===== src/rtl/if_fetch_stage.sv =====
// if_fetch_stage: instruction fetch with req/ready memory handshake, stall hold buffer and branch redirect drain
module if_fetch_stage #(
  parameter logic [31:0] RESET_PC     = 32'h0000_0000,
  parameter logic [31:0] BUBBLE_INSTR = 32'h0000_0000
) (
  input  logic        clk,
  input  logic        reset,
  input  logic        stall,
  input  logic        branch_taken,
  input  logic [31:0] branch_target,
  output logic        imem_req,
  output logic [31:0] imem_addr,
  input  logic        imem_ready,
  input  logic [31:0] imem_rdata,
  output logic [31:0] IF_PC,
  output logic [31:0] IF_instr,
  output logic        IF_valid,
  output logic        misaligned
);
  typedef enum logic [1:0] {FETCH, DRAIN, HOLD} state_t;
  state_t      state_q, state_d;
  logic [31:0] pc_q, pc_d, drain_addr_q, drain_addr_d;
  logic [31:0] hold_pc_q, hold_pc_d, hold_instr_q, hold_instr_d;
  logic [31:0] if_pc_q, if_pc_d, if_instr_q, if_instr_d;
  logic        if_valid_q, if_valid_d, mis_q, mis_d;
  assign imem_req   = !reset && state_q != HOLD;
  assign imem_addr  = state_q == DRAIN ? drain_addr_q : pc_q;
  assign IF_PC      = if_pc_q;
  assign IF_instr   = if_instr_q;
  assign IF_valid   = if_valid_q;
  assign misaligned = mis_q;
  always_comb begin
    state_d      = state_q;
    pc_d         = pc_q;
    drain_addr_d = drain_addr_q;
    hold_pc_d    = hold_pc_q;
    hold_instr_d = hold_instr_q;
    if_pc_d      = if_pc_q;
    if_instr_d   = if_instr_q;
    if_valid_d   = if_valid_q;
    mis_d        = 1'b0;
    if (branch_taken) begin
      pc_d         = {branch_target[31:2], 2'b00};
      mis_d        = |branch_target[1:0];
      if_instr_d   = BUBBLE_INSTR;
      if_valid_d   = 1'b0;
      hold_pc_d    = '0;
      hold_instr_d = BUBBLE_INSTR;
      state_d      = (state_q != HOLD && !imem_ready) ? DRAIN : FETCH;
      // a second redirect while draining must keep the address already on the bus
      drain_addr_d = state_q == FETCH ? pc_q : drain_addr_q;
    end else if (state_q == HOLD) begin
      if (!stall) begin
        if_pc_d    = hold_pc_q;
        if_instr_d = hold_instr_q;
        if_valid_d = 1'b1;
        state_d    = FETCH;
      end
    end else if (state_q == DRAIN) begin
      state_d = imem_ready ? FETCH : DRAIN;
    end else if (imem_ready) begin
      pc_d = pc_q + 32'd4;
      if (stall) begin
        hold_pc_d    = pc_q;
        hold_instr_d = imem_rdata;
        state_d      = HOLD;
      end else begin
        if_pc_d    = pc_q;
        if_instr_d = imem_rdata;
        if_valid_d = 1'b1;
      end
    end else if (!stall) begin
      if_instr_d = BUBBLE_INSTR;
      if_valid_d = 1'b0;
    end
  end
  always_ff @(posedge clk) begin
    if (reset) begin
      state_q      <= FETCH;
      pc_q         <= RESET_PC;
      drain_addr_q <= RESET_PC;
      hold_pc_q    <= '0;
      hold_instr_q <= BUBBLE_INSTR;
      if_pc_q      <= '0;
      if_instr_q   <= BUBBLE_INSTR;
      if_valid_q   <= 1'b0;
      mis_q        <= 1'b0;
    end else begin
      state_q      <= state_d;
      pc_q         <= pc_d;
      drain_addr_q <= drain_addr_d;
      hold_pc_q    <= hold_pc_d;
      hold_instr_q <= hold_instr_d;
      if_pc_q      <= if_pc_d;
      if_instr_q   <= if_instr_d;
      if_valid_q   <= if_valid_d;
      mis_q        <= mis_d;
    end
  end
endmodule


===== config.mk =====
export PLATFORM = sky130hd
export DESIGN_NAME = if_fetch_stage
export DESIGN_NICKNAME = d
export VERILOG_FILES = /design/src/rtl/if_fetch_stage.sv
export SDC_FILE = /design/constraint.sdc
export NUM_CORES = 1
export LEC_CHECK = 0
export ABC_CLOCK_PERIOD_IN_PS = 3650
export BUFFER_PORTS_ARGS = -buffer_cell sky130_fd_sc_hd__buf_2
export CAP_MARGIN = 20
export CORE_UTILIZATION = 57
export DETAILED_ROUTE_END_ITERATION = 7
export PLACE_DENSITY_LB_ADDON = 0.05
export SYNTH_ARGS = -nofsm -noshare
export SYNTH_HDL_FRONTEND = slang
export SYNTH_SLANG_ARGS = --single-unit

===== constraint.sdc =====
create_clock -name clk -period 3.65 [get_ports clk]
set_input_delay 0.1825 -clock clk [delete_from_list [all_inputs] [get_ports clk]]
set_output_delay 0.1825 -clock clk [all_outputs]
set_load 0.05 [all_outputs]

* Word level (Yosys, flattened, before mapping) *
Index checks and enable logic that the tools add are counted.

word-level totals
  output and inout bits = 99
  register bits after elaboration = 196
  word-level logic and storage cells = 74
  input port bits = 69

cells by class
  add/sub/neg operators = 1
  bitwise operators = 3
  equality and inequality tests = 11
  reductions and logical operators = 20
  muxes and demuxes = 29

operators by type and width
  kind                     number
  $mux W32                 16
  $add A32 B3 Y32 const B  1
  $mux W2                  6
  $reduce_and A3 Y1        4
  $ne A2 B2 Y1 const B     5
  $reduce_bool A4 Y1       2
  $mux W1                  7
  $reduce_or A2 Y1         3
  $reduce_and A5 Y1        1
  $reduce_and A2 Y1        2
  $reduce_and A4 Y1        1
  $reduce_bool A2 Y1       2
  $ne A3 B1 Y1 const B     1
  $ne A3 B2 Y1 const B     1
  $ne A3 B3 Y1 const B     1
  $not A1 Y1               3
  $eq A2 B1 Y1 const B     1
  $eq A2 B2 Y1 const B     1
  $logic_and A1 B1 Y1      2
  $logic_not A1 Y1         2
  $logic_not A2 Y1         1
  $ne A2 B1 Y1 const B     1

* Depth between registers and ports, before layout *
Gate-level depths: netlist of the first run.

  depth in word-level cells = 5
  depth in mapped cells = 9
  gate-level depth less buffers = 6

* Worst setup path after synthesis of the first run *
OpenSTA, ideal clock, no wires.

  path kind = reg2out
  start point = register state_q[1]
  end point = output imem_addr[17]
  path slack = 1407 ps
  stages on the path, launching flop included = 6
  arrival = 2061 ps
  buffers on the path = 2
  cell sequence = dfxtp_1 > inv_1 > ha_1 > buf_2 > buf_1 > o21ai_0

on the way
  longest elaborated chain between the ends = 2

ends and longest elaborated chain
  what                    line  source
  start, declared         21    state_t state_q, state_d;
  start signal, assigned  89    state_q <= state_d;
  $eq A2 B1 Y1            27    assign imem_addr = state_q == DRAIN ? drain_addr_q : pc_q;
  $mux W32                27
  end, declared           12    output logic [31:0] imem_addr,

Every way passes these cells.

* Worst setup path in the final report of the first run *
  start point = register state_q[1]
  end point = register pc_q[26]

on the way
  longest elaborated chain between the ends = 3
  elaborated cells between the ends (all ways) = 5

ends and longest elaborated chain
  what                                          line    source
  $eq A2 B1 Y1 or $eq A2 B2 Y1 (tied branches)  59, 52
  $ne A2 B2 Y1 (no line)                        --
  $reduce_and A3 Y1 (no line) *                 --
  end signal, assigned                          90      pc_q <= pc_d;
  end, declared                                 22      logic [31:0] pc_q, pc_d, drain_addr_q, drain_addr_d;

Mark *: on every way between the ends. The rest lies on a longest branch, timed or not.
A chain may end at the register's enable or synchronous reset.

==> run metrics, run 1 <==
Worst EP arrival 3180 ps; clock sinks 188; Final Hold Viols 0; Antenna Cells 0; most common cell in the synthesized netlist nand2_1; GRT Overall Usage 28.33%; initial detailed-routing violation count 650; GRT overflow 0; first-pass GRT wire length 33980 um; Final Critical Period 2874 ps; FF-to-FF Start state_q[1]; Worst Path Required just under 4000 ps; Startpoint Class flop; Detailed Route WL around 21000 um; # setup viols final 0; CTS tree done; CTS buffer count 17; asr flop ratio synth 0%; CTS root buffer clkbuf_16; Die W between 100 and 150 um; area share of the largest cell type after synthesis approximately 45%; Ys Warns 0; main area contributors after synthesis dfxtp_1, nand2_1, a21oi_1; HP Class in -> reg; number of synthesized flops with an enable pin 0; RSZ-0062 raised after global routing no; worst reg-to-reg setup slack 780 ps; Slew HR approximately 33%; I/O Pins 168; Cell Area, Placed 0.009210 sq mm; ys flop type dfxtp_1; Initial Utilization 58.38%; GPL Wtd Cong about 0.78; Max FO, Critical Path 37; row count 44; R2R Path End pc_q[26]; die outline height 123.8 um; Cell Area, Synth between 0.008 and 0.009 sq mm; Mean Syn Cell Area 8.120 sq um; CP Class reg -> reg; Seq/Total Area, Yosys 44.52%; largest net degree at the start of global routing 82; setup TNS 0 ps; hold path depth 3; clock slew seen by the registers of the worst setup and hold paths 70 ps; number of global-route vias before repair between 6000 and 7000; proportion of layout cells with a drive suffix above 1 between 20% and 30%; H-Tree Depth 4; Layout Nets ~1200; Worst Skew just under 8 ps; Slew Limit Fails 0; die area 0.01532 sq mm; detailed placement HPWL 13150 um; antenna violations before repair 0; total number of vias between 7000 and 8000; area leader, netlist dfxtp_1; Worst-Margin Slew 1000 ps; Cells after Synth between 1000 and 1500; max frequency between 0.3 and 0.4 GHz; Hold Path End hold_instr_q[3]; power per cell area 489.3 mW/mm^2; fillcell total around 1200; Post-route DRC 0; DRT antenna net count 0; CP endpoint kind flop; Port Buffers 163; first drt pass iteration count 4; outcome complete, no violations; core area 0.01448 sq mm; CTS Hold Bufs 24; Post-CTS Resized 0; Area growth, synth to finish 19.02%; reg2reg path depth 6; period utilization about 80%; # Max-Cap Violations 0; top cells by count, synth nand2_1, dfxtp_1, a21oi_1; Vias/cell 5.650; maximum VDD drop 303.1 uV; Synth Register Bits 188; Clock Path Buffers 2; Unique masters post-synth 53; clock latency on the worst-skew pair 430 ps; HP Start imem_rdata[3]; Post-Layout Inst Area around 0.01 sq mm; Leak 0.003911 uW; # Post-CTS Setup Buffers 0; drt wl/cell 15.83 um
-- layout by cell type, fill, tap and decap left out, types with 5 or more instances in the layout --
cell type / count
dfxtp_1: 188
dlygate4sd3_1: 24
a21oi_1: 130
nand3_1: 15
mux2i_1: 30
nand4_1: 11
inv_1: 7
clkbuf_16: 17
or4_1: 6
buf_4: 14
a311oi_1: 8
clkinv_4: 5
nor4_1: 9
or3_1: 5
xor2_1: 7
nand2_1: 205
nor2_1: 97
a211oi_1: 75
buf_2: 162
o31ai_1: 5
nor3_1: 6
o31a_1: 5
mux2_2: 29
and3_1: 35
-- cells by family after synthesis --
logic type      share of synthesized area (%)
mux                                     7.416
buf+inv                                 5.714
other cells                           0.04436
flops                                   44.52
fa+ha+maj                              0.7401
xor+xnor                                1.140
simple gates                            22.16
compound gates                          18.27
-- worst max path at each step --
stage,startpoint,to,slack (ps),depth (start not counted)
3_5_place_dp,state_q[1],pc_q[26],810,6
2_1_floorplan,state_q[1],imem_addr[17],1410,5
6_report,state_q[1],pc_q[26],780,6
3_3_place_gp,state_q[1],pc_q[26],900,6
4_1_cts,state_q[1],pc_q[26],780,6
5_1_grt,state_q[1],pc_q[26],570,6
-- state kept, by name, summed over array words and instances (netlist names) --
name and cells:
IF_valid 1, state_q 2, hold_instr_q 32, pc_q 30, hold_pc_q 30, misaligned 1
IF_PC 30, IF_instr 32, drain_addr_q 30
-- per-layer routing --
layer / GRT usage [%] / up-vias / part of all wire, %
met5: 0 / - / 0
met4: 8.886 / 0 / 1.4
met3: 5.311 / 21 / 5.5
met2: 45.14 / 221 / 46
met1: 38.63 / 3547 / 48
li1: - / 3856 / -
-- through the flow --
step | hold slack (ps) | power [uW] | cells | util [%] | setup WS [ps]
final | 13.61 | 4923 | 1353 | 69.49 | 776.1
after CTS | 0.3305 | 4945 | 1353 | 69.49 | 783.0
after global routing | 11.84 | 5120 | 1353 | 69.49 | 569.2
after detailed placement | 437.0 | 3041 | 1297 | 63.61 | 805.6
after global placement | 431.9 | 3034 | 1297 | 63.61 | 900.6
after floorplan | 318.5 | 2840 | 1044 | - | 1407
-- where the power goes --
| part | internal [uW] | switching (uW) |
|---|---|---|
| clock network | 1100 | 806 |
| registers | 2140 | 94.3 |
| logic | 241 | 544 |
| total | 3480 | 1440 |
-- critical path, cell delays in order (launching register included) --
cell,delay [ps]
dfxtp_1,390
inv_1,100
ha_2,500
and4bb_1,590
nand4_2,370
o41a_1,490
a2111oi_1,310
-- cell type report --
cell class / instances / area [sq um] / area share, %
repair buffers: 200 / 1156 / 11.49
inverters: 9 / 33.78 / 0.3358
clock buffers: 18 / 439.2 / 4.365
multi-input cells: 740 / 4267 / 42.41
well taps: 184 / 230.2 / 2.288
clock inverters: 14 / 171.4 / 1.704
flip-flops and latches: 188 / 3764 / 37.41
(Power assumes the default switching activity.)
==> run 2, diff against run 1 <==
Settings changed: ABC_CLOCK_PERIOD_IN_PS 3650 to 2900, CORE_UTILIZATION 57 to 55.
Clock period 3.65 ns to 2.9 ns, I/O delays scaled along.
==> run metrics, run 2 (same netlist as run 1, synthesis figures left out) <==
clock latency on the worst-skew pair 430 ps (about the same); detailed placement HPWL 13260 um (+0.87%); proportion of layout cells with a drive suffix above 1 21.47% (+0.17 points); largest net degree at the start of global routing 65 (-21%); die area 0.01587 sq mm (+3.6%); Slew HR 49.12% (+16 points); drt wl/cell 15.77 um (-0.39%); Max FO, Critical Path 64 (+73%); outcome complete, no violations; Post-route DRC 0 (unchanged); Worst Path Required 3220 ps (-740 ps); Startpoint Class flop; Post-CTS Resized 0 (unchanged); CP endpoint kind flop; period utilization 90.06% (+11 points); Slew Limit Fails 0 (unchanged); clock sinks 188 (unchanged); most common cell after layout, fill and taps aside nand2_1; Final Hold Viols 0 (unchanged); first-pass GRT wire length 35360 um (+4.1%); Worst-Margin Slew 762.1 ps (-238.4 ps); commonest non-fill, non-tap cells in the layout nand2_1, dfxtp_1, buf_2, a21oi_1, nor2_1; Initial Utilization 57.29% (-1.1 points); Sw Share 29.11% (-0.22 points); maximum VDD drop 470.2 uV (+55%); first drt pass iteration count 7 (+3); Worst Skew 10.03 ps (+2.217 ps); row count 44 (unchanged); Worst EP arrival 2940 ps (-240 ps); Clock power frac 37.7% (-1.0 points); CTS root buffer clkbuf_16; total number of vias 7765 (+1.6%); CTS Hold Bufs 42 (+75%); initial detailed-routing violation count 611 (-6.0%); number of global-route vias before repair 7045 (+3.7%); core area 0.01475 sq mm (+1.9%); Die W 126.0 um (+1.8%); GRT Overall Usage 27.53% (-0.80 points); HP Class in -> reg; # Post-CTS Setup Buffers 0 (unchanged); Final Power 6154 uW (+25%); die outline height 126.0 um (+1.8%); max frequency 0.3829 GHz (+10%); Area growth, synth to finish 21.98%; RSZ-0062 raised after global routing no; antenna violations before repair 0 (unchanged); GRT overflow 0 (unchanged); DRT antenna net count 0 (unchanged); Antenna Cells 0 (unchanged); Clock Path Buffers 2 (unchanged); Inst Count DP 1308 (+0.85%); CTS buffer count 17 (unchanged); Detailed Route WL 21770 um (+1.7%); CTS tree done; cell internal pwr 4362 uW (+25%); # Max-Cap Violations 0 (unchanged); NetSw 1791 uW (+24%); Layout Nets 1259 (+2.4%); # setup viols final 0 (unchanged); setup TNS 0 ps (unchanged); Gate power share 16.9% (+1.0 points); Port Buffers 163 (unchanged); Final Critical Period 2612 ps (-262.2 ps); clock slew seen by the registers of the worst setup and hold paths 70 ps (about the same); GPL Wtd Cong 0.8002 (+2.3%); H-Tree Depth 4 (unchanged); power per cell area 596.8 mW/mm^2 (+22%); fin cells 1381 (+2.1%); power share of the sequential group 45.5% (about the same); Vias/cell 5.623 (-0.49%); CP Class reg -> reg; I/O Pins 168 (unchanged); final core occ 69.89% (+0.40 points); Leak 0.004041 uW (+3.3%)
-- run 2: worst max-delay path, cell delays in order (launching register included) --
cell	delay (ps)
dfxtp_1	340
inv_1	120
ha_4	410
buf_4	420
inv_2	100
a21oi_4	120
buf_4	530
nor2_1	140
a211oi_1	300
-- run 2: power groups by stage --
stage          Clock [uW]  Sequential, uW  Combinational (uW)
2_1_floorplan           0            2970                 600
3_3_place_gp            0            2850                 981
3_5_place_dp            0            2850                 989
4_1_cts              2340            2800                1040
5_1_grt              2460            2810                1110
6_report             2320            2800                1040
-- run 2: stage by stage --
stage | worst slack (ps) | hold WS (ps) | cell area, sq um
final | 288.3 | 24.07 | 10310
after global routing | 115.0 | 13.18 | 10310
after CTS | 372.4 | 15.19 | 10310
after detailed placement | 449.9 | 400.6 | 9305
after global placement | 541.4 | 396.7 | 9305
after floorplan | 694.3 | 281.0 | 8464
-- run 2: routing by layer --
layer	GRT usage, %	wire (um)	vias up
met3	4.843	895	29
met4	8.009	332	0
met5	0	0	-
met1	36.98	10530	3608
li1	-	-	3915
met2	45.30	10020	213
-- run 2: final cells by class --
class / instances / area (sq um)
Clock buffer: 22 / 474.2
Clock inverter: 9 / 111.4
Fill cell: 1254 / 4443
Inverter: 9 / 33.78
Multi-Input combinational cell: 740 / 4267
Sequential cell: 188 / 3764
Tap cell: 184 / 230.2
Timing Repair Buffer: 229 / 1431
-- run 2: final timing paths --
check	start	end	slack, ps	depth (start not counted)
min reg2reg	hold_pc_q[6]	hold_pc_q[6]	450	2
max	state_q[0]	IF_instr[13]	290	8
max reg2reg	state_q[0]	IF_instr[13]	290	8
min	branch_target[26]	pc_q[26]	20	3
